`src/rtl/slot_scheduler.sv`:
```
// slot_scheduler: time-slot arbiter sharing one resource among four requesters.
// A wrapping 3-bit slot counter is mapped to a slot owner. The owner wins
// arbitration in its slot; otherwise a round-robin scan picks the winner.
// A grant is held until the requester finishes, drops its request, or hits
// the burst limit. There is always at least one idle cycle between grants.
module slot_scheduler #(
    parameter int unsigned MAX_BURST = 4
) (
    input  logic       clock,
    input  logic       reset,
    input  logic [3:0] req,
    input  logic [3:0] done,
    output logic [3:0] gnt,
    output logic [1:0] gnt_id,
    output logic       gnt_valid,
    output logic       preempt,
    output logic [2:0] slot,
    output logic [1:0] slot_owner
);

    // Beat counter wide enough to hold MAX_BURST, never narrower than 1 bit.
    localparam int BEAT_W = ($clog2(MAX_BURST + 1) < 1) ? 1 : $clog2(MAX_BURST + 1);
    localparam logic [BEAT_W-1:0] BEAT_LIMIT = BEAT_W'(MAX_BURST);
    localparam logic [BEAT_W-1:0] BEAT_ONE   = BEAT_W'(1);
    localparam logic [BEAT_W-1:0] BEAT_SAT   = {BEAT_W{1'b1}};

    typedef enum logic {
        IDLE,
        GRANT
    } state_t;

    state_t            state_q, state_d;
    logic [2:0]        slot_q;
    logic [3:0]        gnt_q, gnt_d;
    logic [1:0]        gntId_q, gntId_d;
    logic [1:0]        lastId_q, lastId_d;
    logic [BEAT_W-1:0] beat_q, beat_d;
    logic              preempt_q, preempt_d;

    logic [1:0]        ownerId;
    logic [1:0]        rrWinner;
    logic [1:0]        winner;
    logic [1:0]        scanIdx;
    logic              rrHit;

    // Fixed slot map: slots 0-2 belong to requester 0, slot 3 to 1,
    // slots 4-5 to 2, and the remaining slots to 3.
    always_comb begin
        ownerId = 2'd3;
        case (slot_q)
            3'd0, 3'd1, 3'd2: ownerId = 2'd0;
            3'd3:             ownerId = 2'd1;
            3'd4, 3'd5:       ownerId = 2'd2;
            default:          ownerId = 2'd3;
        endcase
    end

    // Round-robin scan starting just after the last winner; the fourth step
    // wraps back to the last winner itself so a lone requester can win again.
    always_comb begin
        rrHit    = 1'b0;
        rrWinner = 2'd0;
        scanIdx  = 2'd0;
        for (int k = 1; k <= 4; k++) begin
            scanIdx = lastId_q + 2'(k);
            if (!rrHit && req[scanIdx]) begin
                rrHit    = 1'b1;
                rrWinner = scanIdx;
            end
        end
        winner = req[ownerId] ? ownerId : rrWinner;
    end

    // Next-state logic: arbitration in IDLE, hold/release decisions in GRANT.
    always_comb begin
        state_d   = state_q;
        gnt_d     = gnt_q;
        gntId_d   = gntId_q;
        lastId_d  = lastId_q;
        beat_d    = beat_q;
        preempt_d = 1'b0;
        case (state_q)
            IDLE: begin
                if (req != 4'b0000) begin
                    gnt_d    = 4'b0001 << winner;
                    gntId_d  = winner;
                    lastId_d = winner;
                    beat_d   = BEAT_ONE;
                    state_d  = GRANT;
                end
            end
            GRANT: begin
                if (done[gntId_q] || !req[gntId_q]) begin
                    gnt_d   = 4'b0000;
                    beat_d  = '0;
                    state_d = IDLE;
                end else if ((MAX_BURST != 0) && (beat_q == BEAT_LIMIT)) begin
                    gnt_d     = 4'b0000;
                    beat_d    = '0;
                    preempt_d = 1'b1;
                    state_d   = IDLE;
                end else if (beat_q != BEAT_SAT) begin
                    beat_d = beat_q + BEAT_ONE;
                end
            end
            default: begin
                gnt_d   = 4'b0000;
                beat_d  = '0;
                state_d = IDLE;
            end
        endcase
    end

    // State registers; the slot counter free-runs whatever the arbiter does.
    always_ff @(posedge clock) begin
        if (reset) begin
            state_q   <= IDLE;
            slot_q    <= 3'd0;
            gnt_q     <= 4'b0000;
            gntId_q   <= 2'd0;
            lastId_q  <= 2'd3;
            beat_q    <= '0;
            preempt_q <= 1'b0;
        end else begin
            state_q   <= state_d;
            slot_q    <= slot_q + 3'd1;
            gnt_q     <= gnt_d;
            gntId_q   <= gntId_d;
            lastId_q  <= lastId_d;
            beat_q    <= beat_d;
            preempt_q <= preempt_d;
        end
    end

    assign gnt        = gnt_q;
    assign gnt_id     = gntId_q;
    assign gnt_valid  = |gnt_q;
    assign preempt    = preempt_q;
    assign slot       = slot_q;
    assign slot_owner = ownerId;

endmodule
```
`config.mk`:
```
export PLATFORM = sky130hd
export DESIGN_NAME = slot_scheduler
export DESIGN_NICKNAME = d
export VERILOG_FILES = /design/src/rtl/slot_scheduler.sv
export SDC_FILE = /design/constraint.sdc
export NUM_CORES = 1
export LEC_CHECK = 0
export ABC_AREA = 1
export ABC_CLOCK_PERIOD_IN_PS = 1900
export BUFFER_PORTS_ARGS = -buffer_cell sky130_fd_sc_hd__buf_4
export CAP_MARGIN = 5
export CORE_MARGIN = 2
export CORE_UTILIZATION = 45
export CTS_CLUSTER_DIAMETER = 200
export DETAILED_ROUTE_END_ITERATION = 16
export HOLD_SLACK_MARGIN = 0.05
export PLACE_DENSITY = 0.67
export SYNTH_ARGS = -nofsm -noshare
export SYNTH_HDL_FRONTEND = slang
export SYNTH_SLANG_ARGS = --single-unit
```
`constraint.sdc`:
```
create_clock -name clock -period 1.9 [get_ports clock]
set_input_delay 0.57 -clock clock [delete_from_list [all_inputs] [get_ports clock]]
set_output_delay 0.57 -clock clock [all_outputs]
set_load 0.03 [all_outputs]
```
==> reports/qor.csv, run 1 <==
stage;metric;value;unit
run_status;status;finished, violations left;
run_status;violated checks;negative setup slack;
synth;Ys Warns;0;
sta;max-slew violations;0;
floorplan;DIE HEIGHT;55.1;um
setup_path;r2r startpoint;slot[0];
sta;period utilization;101;%
power;Power Dens Cells;959;nW/um2
synth;area leader, netlist;dfxtp_1;
floorplan;Row Count;18;
clock_tree;TritonCTS buffer count;3;
setup_path;Worst setup EP type;output port;
floorplan;die area;3040;um2
setup_path;CP Class;register to output port;
worst_hold_path;Hold Path Sink;gnt[0];
grt;Tot GR Track Use;21.6;%
sta;Rel. slew slack;83.9;%
power;VDD IR-drop max;0.889;mV
routing;detailed-route DRC error count;0;
clock_tree;CTS tree;done;
layout;Final Util;66.8;%
routing;WL final;3070;um
setup_path;crit path DAT;1.35;ns
floorplan;core box area;2480;um2
placement;input/output buffers;22;
layout;commonest non-fill, non-tap cells in the layout;44 x nand2_1, 28 x buf_4, 18 x inv_1, 13 x nand3_1, 11 x dfxtp_1;
clock_tree;Sink Count;16;
layout;Antenna Cells;0;
synth;sequential-to-total area share from yosys stat;27.2;%
synth;syn_area_per_cell;6.72;um2
worst_hold_path;HP Class;register to register;
floorplan;IO Count;23;
sta;worst hold slack;0.491;ns
sta;post-layout minimum cycle time;1.92;ns
setup_path;Max FO, Critical Path;4;
grt;largest net degree at the start of global routing;14;
floorplan;Die X;55.1;um
power;LEAKAGE;0.809;nW
sta;final hold violations;0;
setup_path;internal reg-to-reg setup slack;-0.02;ns
routing;WL/cell;12.8;um
routing;1st-iter DRT viols;34;
synth;synth unique cells;27;
clock_tree;clock root cell;clkbuf_4;
sta;Max Clock Freq;0.520;GHz
synth;Syn Nets;193;
synth;share of the synthesized area in the top cell type;27.2;%
routing;router iterations before antenna repair;4;
worst_hold_path;hold path depth;2;
grt;grt total ovfl;0;
routing;Via-to-Cell Ratio;5.21;
grt;initial antenna violation count;0;
setup_path;worst reg-to-reg path cell count;15;
layout;P&R area growth vs syn;40.7;%
layout;ratio of cells with drive above 1 in the final layout;41.1;%
placement;DP Worst Slack;0.0214;ns
layout;Final nets;228;
sta;TNS Setup;-0.0626;ns
setup_path;Worst Path Required;1.33;ns
job;max cap viols;0;
sta;RSZ-0062 raised after global routing;true;
clock_tree;Reg clk slew, reported paths;0.09;ns
layout;most common cell after layout, fill and taps aside;nand2_1;
worst_hold_path;HP Start;gnt[0];
routing;ANT nets after route;0;
routing;vias post-DR;1245;
setup_path;Reg-to-Reg End;gnt[2];
clock_tree;Longest Clk Path Bufs;2;
placement;DP HPWL;2240;um
placement;RD Place Congestion;0.936;
setup_path;CP startpoint kind;register;
sta;Final WS setup;-0.0248;ns
clock_tree;clk_lat worst skew;0.29;ns
grt;first-pass GRT wire length;4710;um
sta;final setup fails;3;
grt;number of global-route vias before repair;1082;
floorplan;Starting Density;47.5;%
synth;Synth Instances;175;
sta;Slew @ Worst Pin;0.241;ns
synth;Netlist Area Pre-Place;1180;um2
sta;clock skew;0.00360;ns
synth;FF+latch count, synth;16;
synth;cells taking the most area after synthesis;dfxtp_1 27%, nand2_1 16%, ha_1 8.5%;
clock_tree;H-tree levels;1;
## sequential cells by signal (all words and copies together), names as in the netlist
| register | flops |
|---|---|
| gnt_id | 2 |
| state_q | 1 |
| beat_q | 3 |
| preempt | 1 |
| slot | 3 |
| gnt | 4 |
| lastId_q | 2 |
## worst max path at each step
stage               startpoint             to  slack, ns  cells after the start
global placement       slot[0]         gnt[1]       0.04                     14
CTS                    slot[0]  slot_owner[0]      -0.03                      6
finish                 slot[1]  slot_owner[0]      -0.02                      6
floorplan              slot[0]         gnt[1]      -0.02                     14
detailed placement     slot[0]      gnt_id[1]       0.02                     13
global route           slot[0]         gnt[2]      -0.14                     15
## cell usage after synthesis
| master | number |
|---|---|
| a21oi_1 | 9 |
| a31oi_1 | 1 |
| ha_1 | 8 |
| o211ai_1 | 3 |
| nand3b_1 | 3 |
| nand2_1 | 51 |
| o21ai_0 | 3 |
| nand2_2 | 5 |
| o21ai_2 | 1 |
| nand3_2 | 3 |
| or3b_1 | 1 |
| or4_1 | 1 |
| a21boi_1 | 1 |
| buf_6 | 1 |
| nor3_1 | 1 |
| nor2_1 | 9 |
| inv_2 | 2 |
| a21boi_0 | 1 |
| o21bai_1 | 1 |
| clkbuf_1 | 1 |
| dfxtp_1 | 16 |
| inv_1 | 22 |
| nor2_2 | 1 |
| nand3_1 | 19 |
| nand2_4 | 5 |
| nand4_1 | 5 |
| nor2_4 | 1 |
## metrics by stage
step           cells  cell area, um2  power [mW]
6_report         239            1660        1.59
5_1_grt          239            1660        1.70
4_1_cts          236            1580        1.52
3_5_place_dp     227            1400        1.22
3_3_place_gp     227            1400        1.20
2_1_floorplan    175            1200        1.02
## power breakdown
part | internal [mW] | total [mW] | switching (mW)
Combinational | 0.361 | 0.915 | 0.554
Sequential | 0.385 | 0.447 | 0.0620
Clock | 0.117 | 0.225 | 0.108
## cell type report
| class | instances | area [um2] |
|---|---|---|
| flip-flops and latches | 16 | 332 |
| inverters | 24 | 97.6 |
| fillers | 231 | 822 |
| clock buffers | 4 | 36.3 |
| multi-input cells | 133 | 897 |
| repair buffers | 32 | 255 |
| well taps | 30 | 37.5 |
## per-layer routing
metal | GRT usage, % | share of wire, % | vias to the layer above
li1 | - | - | 644
met1 | 26.8 | 44 | 561
met2 | 37.1 | 48 | 36
met3 | 6.18 | 6.5 | 4
met4 | 4.88 | 0.94 | 0
met5 | 0 | 0 | -
## kinds of logic after synthesis
logic type,Yosys count,share of synthesized area (%)
AOI/OAI and AO/OA,20,10.2
adders and majority gates,8,8.51
buffers and inverters,26,8.94
DFF,16,27.2
and+or+nand+nor,105,45.1
## repair_timing
| action | 4_1_cts | 5_1_grt |
|---|---|---|
| hold buffers | 0 | 0 |
| pin swaps | 7 | 9 |
| resized for setup | 27 | 15 |
| setup endpoints to repair | 5 | 11 |
| setup buffers | 5 | 3 |
## worst max-delay path: stages, from the launching register on
cell,delay (ns)
dfxtp_4,0.40
inv_4,0.06
ha_4,0.17
nor2_4,0.14
nand2_2,0.09
nand2_4,0.08
buf_6,0.13
Note: power is estimated with default switching activity, not from simulation.
==> run 2, diff against run 1 <==
--- a/config.mk
+++ b/config.mk
@@ -15,6 +15,7 @@
 export DETAILED_ROUTE_END_ITERATION = 16
 export HOLD_SLACK_MARGIN = 0.05
 export PLACE_DENSITY = 0.67
+export REMOVE_ABC_BUFFERS = 1
 export SYNTH_ARGS = -nofsm -noshare
 export SYNTH_HDL_FRONTEND = slang
 export SYNTH_SLANG_ARGS = --single-unit
==> run 2 against run 1 <==
  * Die area stayed put
  * Largest power group unchanged
  * Final cell count rose by 0.42%
  * Final area decreased by 0.98%
  * Via count up 2.4%
  * Largest cell class unchanged
  * Sequential power down 2%
  * The flow still finishes with violations (negative setup slack)
==> reports/qor.csv, run 2 (same netlist as run 1, synthesis figures left out) <==
stage;metric;value;unit
sta;period utilization;102;%
layout;most common cell after layout, fill and taps aside;nand2_1;
sta;Rel. slew slack;83.3;%
sta;final hold violations;0;
layout;Final Util;66.2;%
placement;input/output buffers;22;
sta;final setup fails;6;
setup_path;CP delay by family, top;flip-flops;
layout;Final nets;230;
floorplan;die area;3040;um2
layout;Antenna Cells;0;
sta;post-layout minimum cycle time;1.93;ns
run_status;status;finished, violations left;
routing;Via-to-Cell Ratio;5.31;
grt;number of global-route vias before repair;1130;
clock_tree;CTS tree;done;
sta;RSZ-0062 raised after global routing;true;
clock_tree;Post-CTS Hold Buffers;0;
layout;P&R area growth vs syn;39.4;%
routing;vias post-DR;1275;
placement;RD Place Congestion;0.884;
grt;Tot GR Track Use;21.3;%
sta;Slew @ Worst Pin;0.250;ns
routing;WL final;3350;um
run_status;violated checks;negative setup slack;
clock_tree;TritonCTS buffer count;3;
floorplan;core box area;2480;um2
sta;Final WS setup;-0.0347;ns
grt;initial antenna violation count;0;
setup_path;Crit path largest cell delay;0.37;ns
sta;Max Clock Freq;0.517;GHz
setup_path;CP Class;register to output port;
setup_path;Max FO, Critical Path;3;
sta;clock skew;0.00581;ns
floorplan;IO Count;23;
power;Power Dens Cells;957;nW/um2
clock_tree;Reg clk slew, reported paths;0.09;ns
grt;first-pass GRT wire length;4660;um
power;LEAKAGE;0.799;nW
worst_hold_path;HP Class;register to register;
grt;largest net degree at the start of global routing;14;
layout;commonest non-fill, non-tap cells in the layout;41 x nand2_1, 30 x buf_4, 18 x inv_1, 14 x nand2_2;
setup_path;crit path DAT;1.36;ns
clock_tree;clk_lat worst skew;0.29;ns
placement;DP HPWL;2220;um
grt;grt total ovfl;0;
setup_path;Worst setup EP type;output port;
floorplan;Starting Density;47.5;%
power;VDD IR-drop max;0.850;mV
job;max cap viols;0;
clock_tree;Longest Clk Path Bufs;2;
routing;1st-iter DRT viols;29;
setup_path;critical path's most frequent cell;ha_4;
setup_path;crit path cell chain;ha_4 -> ha_4 -> inv_4 -> nand3_2 -> nand2_2 -> buf_6;
routing;WL/cell;14.0;um
clock_tree;clock root cell;clkbuf_4;
routing;router iterations before antenna repair;5;
floorplan;DIE HEIGHT;55.1;um
sta;max-slew violations;0;
routing;detailed-route DRC error count;0;
setup_path;Worst Path Required;1.33;ns
floorplan;Row Count;18;
layout;ratio of cells with drive above 1 in the final layout;42.4;%
clock_tree;H-tree levels;1;
setup_path;Worst Path Buf+Inv;2;
setup_path;CP startpoint kind;register;
floorplan;Die X;55.1;um
layout;max FFs per register;4;
routing;ANT nets after route;0;
clock_tree;Sink Count;16;
setup_path;Worst path slowest cell;dfxtp_4;
placement;DP Worst Slack;-0.0393;ns
[run 2: changes by cell type in the layout (fill, tap and decap cells not counted), sizes merged]
cell and delta:
clkbuf -1, buf +2
[run 2: path summary, 6_finish.rpt]
kind | from | endpoint | slack [ns] | depth (start not counted)
max | slot[1] | slot_owner[1] | -0.03 | 6
min | beat_q[2] | beat_q[2] | 0.50 | 2
max reg2reg | slot[1] | gnt[3] | -0.02 | 14
min reg2reg | beat_q[2] | beat_q[2] | 0.50 | 2
[run 2: tightest hold or removal path: stages, from the launching register on]
cell and delay, ns:
dfxtp_1 0.34, nand2_1 0.07, a21oi_1 0.06
[run 2: area by class of cell]
type                            count  area, um2
Multi-Input combinational cell    133        887
Fill cell                         214        838
Sequential cell                    16        329
Timing Repair Buffer               34        270
Inverter                           24       92.6
Tap cell                           30       37.5
Clock buffer                        3       22.5
[run 2: layer usage]
| metal | GRT usage (%) | wire length [um] | vias up |
|---|---|---|---|
| met5 | 0 | 0 | - |
| met4 | 2.44 | 34 | 0 |
| met3 | 4.84 | 163 | 4 |
| met2 | 39.3 | 1780 | 42 |
| met1 | 25.9 | 1380 | 586 |
| li1 | - | - | 643 |
[run 2: power by group]
group	switching [mW]	total [mW]	internal, mW	leakage [nW]
combinational	0.580	0.953	0.373	0.652
clock	0.105	0.178	0.0737	0.0138
sequential	0.0548	0.438	0.384	0.133
total	0.739	1.57	0.830	0.799
[run 2: per-stage QoR]
| stage | cell area (um2) | total power, mW | instances | hold WS (ns) | setup TNS [ns] |
|---|---|---|---|---|---|
| floorplan | 1160 | 0.997 | 173 | 0.453 | -1.76 |
| global placement | 1390 | 1.19 | 228 | 0.460 | 0 |
| detailed placement | 1390 | 1.21 | 228 | 0.474 | -0.116 |
| CTS | 1540 | 1.44 | 237 | 0.488 | -0.00212 |
| global route | 1640 | 1.68 | 240 | 0.516 | -0.745 |
| finish | 1640 | 1.57 | 240 | 0.499 | -0.142 |
[run 2: timing repair]
action	4_1_cts	5_1_grt
gates resized for setup	26	22
setup buffers	6	3
endpoints found under the setup margin	7	11
pin swaps	7	4
==> run 3, diff against run 2 <==
--- a/config.mk
+++ b/config.mk
@@ -16,6 +16,8 @@
 export HOLD_SLACK_MARGIN = 0.05
 export PLACE_DENSITY = 0.67
 export REMOVE_ABC_BUFFERS = 1
+export SETUP_SLACK_MARGIN = 0.02
 export SYNTH_ARGS = -nofsm -noshare
 export SYNTH_HDL_FRONTEND = slang
 export SYNTH_SLANG_ARGS = --single-unit
+export TNS_END_PERCENT = 10
==> run 3 against run 2 <==
  * The flow still finishes with violations (negative setup slack)
  * Register-to-register slack lost 0.02 ns
  * Clock-buffer cell count unchanged
  * Global-route usage up 0.34 points
  * Utilization is 0.40 points lower
  * Wire length down 3.8%
==> reports/qor.csv, run 3 (same netlist as run 1, synthesis figures left out) <==
stage;metric;value;unit
setup_path;Crit path largest cell delay;0.39;ns
layout;layout filler cell count;214;
clock_tree;clock root cell;clkbuf_4;
floorplan;DIE HEIGHT;55.1;um
setup_path;Worst path depth;14;
power;Power Dens Cells;952;nW/um2
routing;WL final;3220;um
setup_path;critical path's most frequent cell;nand2_2;
worst_hold_path;HP Class;register to register;
layout;Antenna Cells;0;
setup_path;Worst Path Required;2.12;ns
layout;commonest non-fill, non-tap cells in the layout;43 x nand2_1, 30 x buf_4, 18 x inv_1, 14 x nand3_1, 13 x dfxtp_1;
grt;initial antenna violation count;0;
setup_path;CP delay by family, top;simple AND/OR/NAND/NOR gates;
clock_tree;CTS tree;done;
routing;Via-to-Cell Ratio;5.34;
setup_path;Worst setup EP type;register;
placement;DP HPWL;2220;um
grt;Tot GR Track Use;21.7;%
setup_path;Max FO, Critical Path;4;
sta;period utilization;102;%
layout;ratio of cells with drive above 1 in the final layout;39.8;%
clock_tree;Longest Clk Path Bufs;2;
sta;Slew @ Worst Pin;0.253;ns
layout;P&R area growth vs syn;38.5;%
setup_path;CP Class;register to register;
setup_path;crit path DAT;2.16;ns
placement;input/output buffers;22;
power;VDD IR-drop max;0.854;mV
run_status;status;finished, violations left;
routing;detailed-route DRC error count;0;
setup_path;Worst path slowest cell;dfxtp_4;
routing;vias post-DR;1286;
sta;clock skew;0.000407;ns
floorplan;Die X;55.1;um
clock_tree;TritonCTS buffer count;3;
floorplan;Starting Density;47.5;%
routing;1st-iter DRT viols;26;
sta;post-layout minimum cycle time;1.94;ns
setup_path;CP startpoint;slot[1];
floorplan;IO Count;23;
sta;Final WS setup;-0.0398;ns
routing;WL/cell;13.4;um
job;max cap viols;0;
routing;ANT nets after route;0;
routing;router iterations before antenna repair;4;
setup_path;crit path cell chain;inv_2 -> ha_2 -> o21ai_1 -> nand2_2 -> buf_4 -> inv_1 -> nand3_2 -> nand2_2 -> nand2_2 -> inv_2 -> nand2_2 -> nand2_4 -> nand3_2 -> a21oi_2;
sta;max-slew violations;0;
sta;final hold violations;0;
setup_path;r2r startpoint;slot[1];
clock_tree;Reg clk slew, reported paths;0.09;ns
layout;max FFs per register;4;
setup_path;Worst Path Buf+Inv;4;
setup_path;Reg-to-Reg End;gnt[2];
clock_tree;H-tree levels;1;
sta;final setup fails;7;
clock_tree;Sink Count;16;
setup_path;CP startpoint kind;register;
grt;first-pass GRT wire length;4750;um
sta;TNS Setup;-0.108;ns
sta;Rel. slew slack;83.1;%
setup_path;worst reg-to-reg path cell count;14;
setup_path;crit path to;gnt[2];
floorplan;die area;3040;um2
layout;most common cell after layout, fill and taps aside;nand2_1;
grt;number of global-route vias before repair;1134;
sta;RSZ-0062 raised after global routing;true;
placement;RD Place Congestion;0.884;
sta;Max Clock Freq;0.516;GHz
grt;largest net degree at the start of global routing;14;
run_status;violated checks;negative setup slack;
floorplan;core box area;2480;um2
layout;Final nets;231;
floorplan;Row Count;18;
clock_tree;Post-CTS Hold Buffers;0;
setup_path;internal reg-to-reg setup slack;-0.04;ns
power;Design Power;1.55;mW
grt;grt total ovfl;0;
power;LEAKAGE;0.801;nW
clock_tree;clk_lat worst skew;0.28;ns
-- run 3: area by class of cell --
cell class              instances  area, um2  share of cell area [%]
multi-input cells             133        866                    53.1
well taps                      30       37.5                    2.30
inverters                      24       92.6                    5.68
flip-flops and latches         16        329                    20.2
clock buffers                   3       22.5                    1.38
repair buffers                 35        282                    17.3
-- run 3: worst min-delay path by stage --
stage | from | endpoint | slack, ns | cells past startpoint
final | gnt[0] | gnt[0] | 0.50 | 2
after global routing | gnt[0] | gnt[0] | 0.52 | 2
after CTS | gnt[0] | gnt[0] | 0.48 | 2
after detailed placement | gnt[3] | gnt[3] | 0.47 | 2
after global placement | slot[0] | slot[0] | 0.46 | 1
after floorplan | state_q | beat_q[0] | 0.45 | 1
-- run 3: worst min-delay path, stage by stage (launching register included) --
cell     delay (ns)
dfxtp_2        0.34
nand2_1        0.07
a21oi_1        0.06
-- run 3: per-stage QoR --
stage,worst slack [ns],hold WS [ns],cell area (um2),util [%],instances
3_5_place_dp,-0.0393,0.474,1390,56.0,228
4_1_cts,-0.00212,0.481,1550,62.6,237
3_3_place_gp,0.0441,0.460,1390,56.0,228
5_1_grt,-0.101,0.518,1630,65.8,241
6_report,-0.0398,0.496,1630,65.8,241
2_1_floorplan,-0.269,0.453,1160,-,173
-- run 3: routing by layer --
layer	share of wire (%)	track usage (%)
met5	0	0
met2	51	39.3
met4	1.3	2.44
met1	40	26.7
met3	7.2	5.11
-- run 3: power by group --
group          internal [mW]  leakage (nW)  switching, mW
combinational          0.377         0.654          0.565
clock                 0.0735        0.0138         0.0983
sequential             0.384         0.133         0.0544
-- run 3: timing repair --
item	CTS	global route
endpoints found under the setup margin	9	11
buffers inserted	6	4
pin swaps	7	6
hold endpoints to repair	0	0
resized for setup	30	13
